`config.mk`:
```
export PLATFORM = sky130hd
export DESIGN_NAME = regfile_bank_flat
export DESIGN_NICKNAME = d
export VERILOG_FILES = /design/src/rtl/regfile_bank_pkg.sv /design/src/rtl/regfile_bank_if.sv /design/src/rtl/regfile_bank_register_word.sv /design/src/rtl/regfile_bank.sv /design/src/flat_wrapper.sv
export SDC_FILE = /design/constraint.sdc
export NUM_CORES = 1
export LEC_CHECK = 0
export ABC_AREA = 1
export ABC_CLOCK_PERIOD_IN_PS = 2800
export BUFFER_PORTS_ARGS = -buffer_cell sky130_fd_sc_hd__buf_2
export CORE_AREA = 2 2 420 422
export CTS_CLUSTER_DIAMETER = 120
export CTS_CLUSTER_SIZE = 24
export DETAILED_ROUTE_END_ITERATION = 8
export DIE_AREA = 0 0 422 424
export SYNTH_ARGS = -nofsm -noshare
export SYNTH_HDL_FRONTEND = slang
export SYNTH_SLANG_ARGS = --single-unit
```
`constraint.sdc`:
```
create_clock -name clk -period 2.8 [get_ports clk]
set_input_delay 0.28 -clock clk [delete_from_list [all_inputs] [get_ports clk]]
set_output_delay 0.28 -clock clk [all_outputs]
set_load 0.02 [all_outputs]
```
`src/rtl/regfile_bank_pkg.sv`:
```
// regfile_bank_pkg: shared sizes and FSM state encoding for the register file
package regfile_bank_pkg;
   localparam int REG_WIDTH = 32;
   localparam int REG_DEPTH = 32;
   localparam int REG_ADDR_W = 5;
   typedef enum logic {IDLE = 1'b0, CLEAR = 1'b1} state_t;
endpackage

```
`src/rtl/regfile_bank_if.sv`:
```
// regfile_bank_if: write handshake, clear control and flat word bus of the register bank
interface regfile_bank_if import regfile_bank_pkg::*; #(
   parameter int WIDTH = REG_WIDTH,
   parameter int DEPTH = REG_DEPTH,
   parameter int ADDR_W = REG_ADDR_W
);
   logic wr_valid;
   logic wr_ready;
   logic [ADDR_W-1:0] wr_addr;
   logic [WIDTH-1:0] wr_data;
   logic clr_req;
   logic busy;
   logic [WIDTH*DEPTH-1:0] regs_flat;
   modport master(output wr_valid, wr_addr, wr_data, clr_req, input wr_ready, busy, regs_flat);
   modport slave(input wr_valid, wr_addr, wr_data, clr_req, output wr_ready, busy, regs_flat);
endinterface

```
`src/rtl/regfile_bank_register_word.sv`:
```
// register_word: one storage word with write enable and synchronous clear
module register_word #(
   parameter int WIDTH = 32
) (
   input logic clk,
   input logic rst_n,
   input logic we,
   input logic clr,
   input logic [WIDTH-1:0] d,
   output logic [WIDTH-1:0] q
);
   always_ff @(posedge clk or negedge rst_n)
      if (!rst_n) q <= '0;
      else if (clr) q <= '0;
      else if (we) q <= d;
endmodule

```
`src/rtl/regfile_bank.sv`:
```
// regfile_bank: DEPTH x WIDTH register storage with a valid/ready write port
// and a DEPTH-1 cycle clear-all sequence; word 0 is constant zero.
module regfile_bank import regfile_bank_pkg::*; #(
   parameter int WIDTH = REG_WIDTH,
   parameter int DEPTH = REG_DEPTH,
   parameter int ADDR_W = REG_ADDR_W
) (
   input logic clk,
   input logic rst_n,
   regfile_bank_if.slave bus
);
   state_t state, state_nx;
   logic [ADDR_W-1:0] clr_cnt, clr_cnt_nx;
   logic [WIDTH*DEPTH-1:0] flat;
   logic fire, last;
   assign bus.wr_ready = state == IDLE;
   assign bus.busy = state == CLEAR;
   assign bus.regs_flat = flat;
   assign fire = bus.wr_valid && bus.wr_ready;
   assign last = clr_cnt == ADDR_W'(DEPTH - 1);
   always_ff @(posedge clk or negedge rst_n)
      if (!rst_n) begin
         state <= IDLE;
         clr_cnt <= '0;
      end else begin
         state <= state_nx;
         clr_cnt <= clr_cnt_nx;
      end
   // clr_req is only honoured in IDLE, so a second request cannot extend a sequence
   always_comb begin
      state_nx = state;
      clr_cnt_nx = clr_cnt;
      if (state == IDLE) begin
         state_nx = bus.clr_req ? CLEAR : IDLE;
         clr_cnt_nx = bus.clr_req ? ADDR_W'(1) : '0;
      end else begin
         state_nx = last ? IDLE : CLEAR;
         clr_cnt_nx = last ? '0 : clr_cnt + 1'b1;
      end
   end
   assign flat[WIDTH-1:0] = '0;
   for (genvar g = 1; g < DEPTH; g++) begin : g_word
      register_word #(.WIDTH(WIDTH)) u_word (
         .clk(clk),
         .rst_n(rst_n),
         .we(fire && bus.wr_addr == ADDR_W'(g)),
         .clr(bus.busy && clr_cnt == ADDR_W'(g)),
         .d(bus.wr_data),
         .q(flat[g*WIDTH +: WIDTH])
      );
   end
endmodule

```
`src/flat_wrapper.sv`:
```
// flat-port wrapper written by rule: the top's interface ports become plain ports
module regfile_bank_flat import regfile_bank_pkg::*;
#(
   parameter int WIDTH = REG_WIDTH,
   parameter int DEPTH = REG_DEPTH,
   parameter int ADDR_W = REG_ADDR_W
)
  (clk, rst_n, bus_wr_valid, bus_wr_addr, bus_wr_data, bus_clr_req, bus_wr_ready, bus_busy, bus_regs_flat);
  regfile_bank_if #(.WIDTH(WIDTH), .DEPTH(DEPTH), .ADDR_W(ADDR_W)) bus_i ();
  input logic clk;
  input logic rst_n;
  input wire logic [$bits(bus_i.wr_valid)-1:0] bus_wr_valid;
  input wire logic [$bits(bus_i.wr_addr)-1:0] bus_wr_addr;
  input wire logic [$bits(bus_i.wr_data)-1:0] bus_wr_data;
  input wire logic [$bits(bus_i.clr_req)-1:0] bus_clr_req;
  output wire logic [$bits(bus_i.wr_ready)-1:0] bus_wr_ready;
  output wire logic [$bits(bus_i.busy)-1:0] bus_busy;
  output wire logic [$bits(bus_i.regs_flat)-1:0] bus_regs_flat;
  assign bus_i.wr_valid = bus_wr_valid;
  assign bus_i.wr_addr = bus_wr_addr;
  assign bus_i.wr_data = bus_wr_data;
  assign bus_i.clr_req = bus_clr_req;
  assign bus_wr_ready = bus_i.wr_ready;
  assign bus_busy = bus_i.busy;
  assign bus_regs_flat = bus_i.regs_flat;
  regfile_bank #(.WIDTH(WIDTH), .DEPTH(DEPTH), .ADDR_W(ADDR_W)) u_core (.clk(clk), .rst_n(rst_n), .bus(bus_i));
endmodule
```
# After elaboration in Yosys (flattened, before gate mapping)
# Index checks and enable logic that the tools add are counted.
# totals
regBits	998
latch_bits	0
ramBits	0
romBits	0
in_bits	41
out_inout_bits	1026
wordCells	259
mem_count	0
# classes
n_addsub	1
mul	0
div_mod_pow	0
n_lt_le_gt_ge	0
eq_ne	62
n_shift	0
mux	68
bitwise	1
reduce_logical	94
# op_table
cell	n
32-bit 2-to-1 mux	62
5-bit equality test (second input constant)	32
5-bit by 4-bit equality test with 1-bit output (second input constant)	16
1-bit logical AND	63
2-bit nonzero test	31
5-bit by 3-bit equality test with 1-bit output (second input constant)	8
5-bit by 2-bit equality test with 1-bit output (second input constant)	4
5-bit by 1-bit equality test with 1-bit output (second input constant)	2
5-bit 2-to-1 mux	2
5-bit by 1-bit adder with 5-bit output (second input constant)	1
1-bit 2-to-1 mux	4
1-bit inverter	1

# Logic depth before layout (Yosys ltp)
# Gate-level depths: netlist (run 1).
# logic_depth
word_depth	5
ltp_mapped	9
ltp_nobuf	7

# Cells and area by module
# Synthesis (run 1) repeated with hierarchy kept, for this count alone.
# unflattened
hier_cells	4534
hier_area_um2	43008.7
# by_module_without_submodules
mod	n_inst	cells_each	area_per_inst_um2	seq_area_each_um2
register_word	31	140	1351.3	800.8
regfile_bank	1	194	1118.6	150.1

# Worst setup path after synthesis (run 1)
# OpenSTA, ideal clock, no wires.
# synth_path
path_type	reg2reg
startpoint	reg u_core.state, in the netlist u_core.bus.busy
endpoint	reg u_core.g_word[12].u_word.q[10]
setup_time_ps	118
arrival_ps	1547
required_ps	2682
path_slack_ps	1135
path_stages_with_launch	9
path_buffers	2
period_less_slack_ps	1665
path_cell_list	dfrtp_1 > inv_2 > nand2_4 > nor2_4 > buf_8 > nand2_4 > clkbuf_1 > nand3_1 > nand2_1
# synth_between
elab_chain_cells	4
word_cells_on_any_way	6
classes_between	1 x mux; 1 x bitwise; 4 x reduce/logical
# synth_rtl
element	line	rtl
start, declared	regfile_bank.sv:12	state_t state, state_nx;
start signal, assigned	regfile_bank.sv:26	state <= state_nx;
1-bit inverter	--	
via bus_wr_ready	flat_wrapper.sv:16	output wire logic [$bits(bus_i.wr_ready)-1:0] bus_wr_ready;
1-bit logical AND	regfile_bank.sv:19	assign fire = bus.wr_valid && bus.wr_ready;
1-bit logical AND	regfile_bank.sv:46	.we(fire && bus.wr_addr == ADDR_W'(g)),
2-bit nonzero test (no line)	--	
end signal, assigned	regfile_bank_register_word.sv:13	if (!rst_n) q <= '0;
end signal, assigned	regfile_bank_register_word.sv:14	else if (clr) q <= '0;
end signal, assigned	regfile_bank_register_word.sv:15	else if (we) q <= d;
end, declared	regfile_bank_register_word.sv:10	output logic [WIDTH-1:0] q
# The timed path passes the listed nets, and every way through them passes these cells.
# A chain may end at the register's enable or synchronous reset.

# Worst setup path in the final report (run 1)
# layout_path
startpoint	reg u_core.state, in the netlist u_core.bus.busy
endpoint	reg u_core.g_word[10].u_word.q[2]
# layout_between
elab_chain_cells	4
word_cells_on_any_way	6
classes_between	1 x mux; 1 x bitwise; 4 x reduce/logical
# layout_rtl
element	line
1-bit inverter	--
1-bit logical AND	regfile_bank.sv:19
1-bit logical AND	regfile_bank.sv:46
2-bit nonzero test (no line)	--
end signal, assigned	regfile_bank_register_word.sv:13
end signal, assigned	regfile_bank_register_word.sv:14
end signal, assigned	regfile_bank_register_word.sv:15
end, declared	regfile_bank_register_word.sv:10
# Parallel ways exist; a longest one is shown, timed or not.

==> flow_summary.json, run 1 <==
{
  "status": "finished clean",
  "cp.buffers_inverters": 2,
  "hold_viol": 0,
  "worst_path_max_delay_cell": "inv_2",
  "fp.coreArea_um2": 175000,
  "synth-async-reset-ratio": 1.00,
  "dr.pass1.iters": 8,
  "dp.cells": 7724,
  "io_buffers": 1034,
  "rows": 154,
  "clockRootBuffer": "clkbuf_16",
  "areaGrowthSynthToFinish_pct": 23.6,
  "layout.cells.non_filler": 7798,
  "end_kind": "flip-flop",
  "vdd_drop_max_mv": 0.432,
  "final_nets": 5490,
  "via_per_inst": 4.78,
  "wl_per_cell_um": 26.0,
  "p_per_area_nw_per_um2": 589,
  "setup_tns_ns": 0,
  "synth_top_family_by_area": "simple AND/OR/NAND/NOR gates",
  "yosys.area.top_type": "dfrtp_1",
  "grt_max_degree": 75,
  "drc": 0,
  "ctsResizeCount": 0,
  "synthSimpleGateAreaFrac": 0.323,
  "dpl.hpwl_um": 141000,
  "die_h_um": 424,
  "synth_edf_count": 0,
  "arrival_ns": 2.99,
  "post_route_cells_drive_above_1_share": 0.243,
  "whs_ns": 0.0893,
  "drtIter0Drc": 4550,
  "cap_viol_max_count": 0,
  "path_class": "flip-flop to flip-flop",
  "max_freq_ghz": 0.424,
  "synthCells": 4567,
  "muxShareOfSynthArea": 0,
  "vias": 37300,
  "timing.final.crit_share": 0.841,
  "synth_commonest_cells": "nand2_1 (2036), nand3_1 (1002), dfrtp_1 (998), clkbuf_1 (202), buf_2 (95)",
  "synthAdderAreaFrac": 0.00217,
  "yosysUniqueCellTypes": 22,
  "antenna_found_initial": 21,
  "hp-class": "input port to flip-flop",
  "clock_latency_ns": 0.68,
  "clockBufferDepth": 3,
  "path_cells": "inv_2 > nand2_4 > nor2_4 > nand2_4 > inv_2 > nand2_1 > nand2_1",
  "htreeDepth": 2,
  "yosysMostFrequentCell": "nand2_1",
  "die_x_um": 422,
  "tightestPinTransition_ns": 1.06,
  "p_leak_nw": 30.3,
  "grt_use_total": 0.217,
  "slew_viol_final": 0,
  "cts-buffers-inserted": 51,
  "gp_congestion": 0.868,
  "io_pins": 1067,
  "critical-path-top-delay-family": "simple AND/OR/NAND/NOR gates",
  "rsz0062_at_grt": "no",
  "clock-sinks": 998,
  "fin_util": 0.285,
  "yosys.area.top_type_share": 0.619,
  "slowest_delay_ns": 0.60,
  "synth-main-ff-cell": "dfrtp_1",
  "grt_pass1_wl_um": 278000,
  "power_mw": 29.3,
  "netlist_area_um2": 40300,
  "synth_xor_area_frac": 0.000217,
  "gr-total-overflow": 0,
  "ys_seq_area_frac": 0.619,
  "critPathLaunchType": "flip-flop",
  "synth-compound-area-share": 0.000248,
  "crit_fanout": 33,
  "initial_core_util": 0.230,
  "wl_um": 202000,
  "dieArea_um2": 179000,
  "crit_required_ns": 3.44,
  "synthTopCellsByArea": "dfrtp_1 (62%), nand2_1 (19%), nand3_1 (12%)",
  "period_needed_ns": 2.36,
  "avgSynthCellArea_um2": 8.83,
  "post_cts_buffers": 0,
  "cts_tree": "built",
  "slew_headroom": 0.296,
  "final.setup_skew_ns": 0.0211,
  "grt_pass1_vias": 34800,
  "setup_viol_count_final": 0,
  "drtAntennaViolNets": 0,
  "ys_ff_latch": 998,
  "cts.clk_slew.worst_paths_ns": 0.10,
  "yosys_warnings": 0
}
==> area by class of cell <==
cell class	instances	area [µm²]
fill	18800	125000
sequential	998	25000
multi-input combinational	3138	13300
timing repair buffer	1202	6960
tap	2340	2930
clock buffer	54	1330
inverter	51	191
clock inverter	7	116
antenna	8	20.0
==> registers in the layout (all words and copies together), names as in the netlist <==
signal and flops:
u_core.clr_cnt 5, u_core.bus.busy 1, u_core.g_word.u_word.q 992
==> through the flow <==
stage	instance area, µm²	worst slack, ns
floorplan	40400	1.13
global placement	48300	0.499
detailed placement	48300	0.442
CTS	49800	0.405
global route	49800	0.260
finish	49800	0.444
==> tightest hold or removal path, cell delays in order <==
cell,delay [ns]
buf_2,0.12
buf_12,0.19
nand2_1,0.10
nand2_1,0.05
==> final timing paths <==
| kind | startpoint | endpoint | slack (ns) | cells after the start |
|---|---|---|---|---|
| max | u_core.bus.busy | u_core.g_word[10].u_word.q[2] | 0.44 | 7 |
| min | bus_wr_data[30] | u_core.g_word[23].u_word.q[30] | 0.09 | 4 |
| max reg2reg | u_core.bus.busy | u_core.g_word[10].u_word.q[2] | 0.44 | 7 |
| min reg2reg | u_core.g_word[12].u_word.q[30] | u_core.g_word[12].u_word.q[30] | 0.50 | 2 |
| max in group asynchronous | rst_n | u_core.g_word[5].u_word.q[25] | 1.47 | 3 |
| min in group asynchronous | rst_n | u_core.g_word[18].u_word.q[0] | 0.20 | 2 |
==> power by group <==
| part | switching, mW | internal, mW | total (mW) |
|---|---|---|---|
| Sequential | 0.470 | 15.1 | 15.6 |
| Clock | 5.12 | 3.49 | 8.61 |
| Combinational | 3.96 | 1.18 | 5.14 |
| Total | 9.55 | 19.8 | 29.3 |
==> kinds of logic (layout without fill, tap and decap cells) <==
group,after synthesis,in the layout
xor gates and xnor gates,1,1
other,1,40
and+or+nand+nor,3096,3096
AOI/OAI and AO/OA,2,2
DFF,998,998
buffers and inverters,462,1314
adders and majority gates,7,7
==> layer usage <==
| layer | up-vias | wire [µm] | GRT usage | part of all wire |
|---|---|---|---|---|
| li1 | 16100 | - | - | - |
| met1 | 18600 | 77800 | 0.273 | 0.38 |
| met2 | 2145 | 95800 | 0.354 | 0.47 |
| met3 | 444 | 17800 | 0.0441 | 0.088 |
| met4 | 14 | 11000 | 0.105 | 0.054 |
| met5 | - | 84 | 0 | 0.00041 |
==> cells in the final DEF, fill, tap and decap left out <==
| cell | n |
|---|---|
| nand2_1 | 2020 |
| buf_2 | 1033 |
| dfrtp_1 | 998 |
| nand3_1 | 996 |
| buf_4 | 123 |
| clkbuf_16 | 53 |
| buf_12 | 40 |
| nor2_1 | 33 |
| conb_1 | 32 |
| inv_1 | 29 |
| nand2_2 | 25 |
| inv_2 | 22 |
| nand2_4 | 11 |
| diode_2 | 8 |
| ha_1 | 7 |
| nand3_2 | 6 |
| dlygate4sd3_1 | 5 |
| inv_12 | 3 |
| o21ai_0 | 2 |
| nor2_4 | 2 |
| inv_16 | 2 |
| nor2_8 | 1 |
| nor2_2 | 1 |
| or2_2 | 1 |
| xor2_1 | 1 |
| clkinv_8 | 1 |
| clkbuf_1 | 1 |
| inv_8 | 1 |
| buf_8 | 1 |
==> timing repair <==
action,CTS,global route
endpoints found under the setup margin,0,0
hold buffers,5,0
endpoints found under the hold margin,55,0
(Power assumes the default switching activity.)
==> run 2: changes to the inputs <==
Settings changed: ABC_AREA 1 to 0, ABC_CLOCK_PERIOD_IN_PS 2800 to 1950, CORE_AREA 2 2 420 422 to 2 2 414 416, DIE_AREA 0 0 422 424 to 0 0 416 418.
Clock period 2.8 ns to 1.95 ns, I/O delays scaled along.
==> flow_summary.json, run 2 <==
{
  "met2_usage": 0.316,
  "layout_common_cells": "buf_2 (1033), dfrtp_1 (998), a22o_1 (928)",
  "place_area_um2": 46000,
  "cap_viol_max_count": 0,
  "whs_ns": 0.0638,
  "final_area_um2": 47900,
  "drtIter0Drc": 3361,
  "gp_congestion": 0.856,
  "dpl.hpwl_um": 122000,
  "nFillCells": 17200,
  "cellInternalPower_mw": 32.5,
  "io_buffers": 1034,
  "cts_tree": "built",
  "timing.final.crit_share": 0.977,
  "clockRootBuffer": "clkbuf_16",
  "period_needed_ns": 1.91,
  "ys_seq_area_frac": 0.679,
  "wl_um": 182000,
  "largest_reg_flops": 992,
  "die_h_um": 418,
  "top_usage_layer": "met2",
  "path_class": "flip-flop to flip-flop",
  "synth_commonest_cells": "dfrtp_1 (998), a22o_1 (928), clkbuf_1 (179), buf_2 (120), nand2_1 (67)",
  "p_leak_nw": 25.6,
  "synth-async-reset-ratio": 1.00,
  "power_mw": 50.5,
  "clock-sinks": 998,
  "comb_power_share": 0.264,
  "dr.pass1.iters": 6,
  "via_per_inst": 5.06,
  "synthTopCellsByArea": "dfrtp_1 (68%), a22o_1 (22%), clkbuf_1 (1.8%)",
  "largest-register": "u_core.g_word.u_word.q",
  "avgSynthCellArea_um2": 14.4,
  "tightestPinTransition_ns": 0.860,
  "dieArea_um2": 174000,
  "clkPwrFrac": 0.249,
  "final.setup_skew_ns": 0.0312,
  "final_common_cell": "buf_2",
  "yosysMostFrequentCell": "dfrtp_1",
  "yosys_warnings": 0,
  "p_per_area_nw_per_um2": 1050,
  "clockBufferDepth": 3,
  "yosysUniqueCellTypes": 41,
  "netlist_area_um2": 36800,
  "vias": 29200,
  "status": "finished clean",
  "setup_viol_count_final": 0,
  "rows": 151,
  "critPathLaunchType": "flip-flop",
  "drc": 0,
  "io_pins": 1067,
  "slew_viol_final": 0,
  "synth-main-ff-cell": "dfrtp_1",
  "max_freq_ghz": 0.525,
  "drtAntennaViolNets": 0,
  "gr-total-overflow": 0,
  "met1_usage": 0.246,
  "synth_edf_count": 0,
  "dp.cells": 5675,
  "final_nets": 3579,
  "synthCells": 2559,
  "arrival_ns": 2.51,
  "clock_latency_ns": 0.68,
  "crit_required_ns": 2.56,
  "switching_power_mw": 18.0,
  "use_met3": 0.0549,
  "cts.clk_slew.worst_paths_ns": 0.10,
  "antenna_found_initial": 14,
  "ys_ff_latch": 998,
  "layout.cells.non_filler": 5772,
  "slew_headroom": 0.427,
  "rsz0062_at_grt": "yes",
  "crit_fanout": 31,
  "grt_pass1_vias": 28200,
  "swShare": 0.357,
  "grt_use_total": 0.196,
  "fp.coreArea_um2": 169000,
  "end_kind": "flip-flop",
  "hold_viol": 0,
  "hp-class": "input port to flip-flop",
  "p_seq_frac": 0.487,
  "grt_max_degree": 114,
  "grt_pass1_wl_um": 240000,
  "cts-buffers-inserted": 52,
  "yosys.area.top_type_share": 0.679,
  "die_x_um": 416,
  "wl_per_cell_um": 31.5,
  "yosys.area.top_type": "dfrtp_1",
  "areaGrowthSynthToFinish_pct": 30.4,
  "htreeDepth": 2,
  "initial_core_util": 0.217,
  "vdd_drop_max_mv": 0.681,
  "post_route_cells_drive_above_1_share": 0.386
}
==> run 2: cell count changes after synthesis, sizes merged, moves of 7 or more <==
cell,change
nor2,-11
clkbuf,-23
and2,+7
nand3,-1001
mux2i,+64
a22o,+928
buf,-46
nand2,-1989
a22oi,+28
inv,-14
==> run 2: final timing paths <==
| path | start | end | slack (ns) | cells after the start |
|---|---|---|---|---|
| worst max-delay path | u_core.clr_cnt[0] | u_core.g_word[5].u_word.q[29] | 0.04 | 7 |
| worst min-delay path | bus_wr_data[19] | u_core.g_word[31].u_word.q[19] | 0.06 | 4 |
| worst max register to register | u_core.clr_cnt[0] | u_core.g_word[5].u_word.q[29] | 0.04 | 7 |
| worst min register to register | u_core.g_word[16].u_word.q[21] | u_core.g_word[16].u_word.q[21] | 0.49 | 1 |
| max in group asynchronous | rst_n | u_core.g_word[17].u_word.q[0] | 0.90 | 3 |
| min in group asynchronous | rst_n | u_core.g_word[31].u_word.q[24] | 0.31 | 3 |
==> run 2: worst max-delay path, stage by stage (launching register included) <==
cell	delay (ns)
dfrtp_1	0.39
buf_4	0.15
ha_1	0.19
and3b_1	0.28
a22oi_2	0.19
buf_4	0.17
buf_12	0.21
a22o_1	0.19
==> run 2: layer usage <==
layer	share of wire	wire [µm]	vias up
li1	-	-	11400
met1	0.38	69700	15300
met2	0.47	85500	2024
met3	0.098	17800	433
met4	0.045	8260	6
met5	0.0015	264	-
==> run 2: cell type report <==
type                            instances  area [µm²]  area share
Timing Repair Buffer                 1229        8040       0.168
Clock inverter                         10         171     0.00358
Sequential cell                       998       25000       0.521
Tap cell                             2218        2780      0.0579
Inverter                               37         139     0.00290
Antenna cell                           13        32.5    0.000679
Multi-Input combinational cell       1213       10500       0.218
Clock buffer                           54        1340      0.0280
==> run 2: per-stage QoR <==
step	setup TNS, ns	setup WS [ns]	utilization
2_1_floorplan	0	0.140	-
3_3_place_gp	-16.24	-0.181	0.272
3_5_place_dp	-13.77	-0.159	0.272
4_1_cts	0	0.00325	0.282
5_1_grt	-0.0878	-0.0152	0.283
6_report	0	0.0448	0.284
==> run 2: timing repair <==
action	CTS	global route
hold buffers	5	0
resized for setup	6	10
pin swaps	5	9
cloned	0	8
buffers inserted	3	4
setup endpoints to repair	270	152
endpoints found under the hold margin	594	0
==> run 2: logic make-up (layout without fill, tap and decap cells) <==
group,Yosys count,after routing,share of synthesized area
flops,998,998,0.679
compound gates,959,959,0.228
buf+inv,379,1330,0.0477
simple gates,149,149,0.0245
mux,64,64,0.0174
fa+ha+maj,7,7,0.00238
xor+xnor,2,2,0.000477
other cells,1,45,0.000102
==> run 2: power groups by stage <==
stage	Combinational [mW]	Clock (mW)	Sequential [mW]
global route	13.9	13.4	24.8
detailed placement	13.1	0	24.8
finish	13.3	12.6	24.6
global placement	13.0	0	24.8
floorplan	3.74	0	27.6
CTS	13.2	12.8	24.5
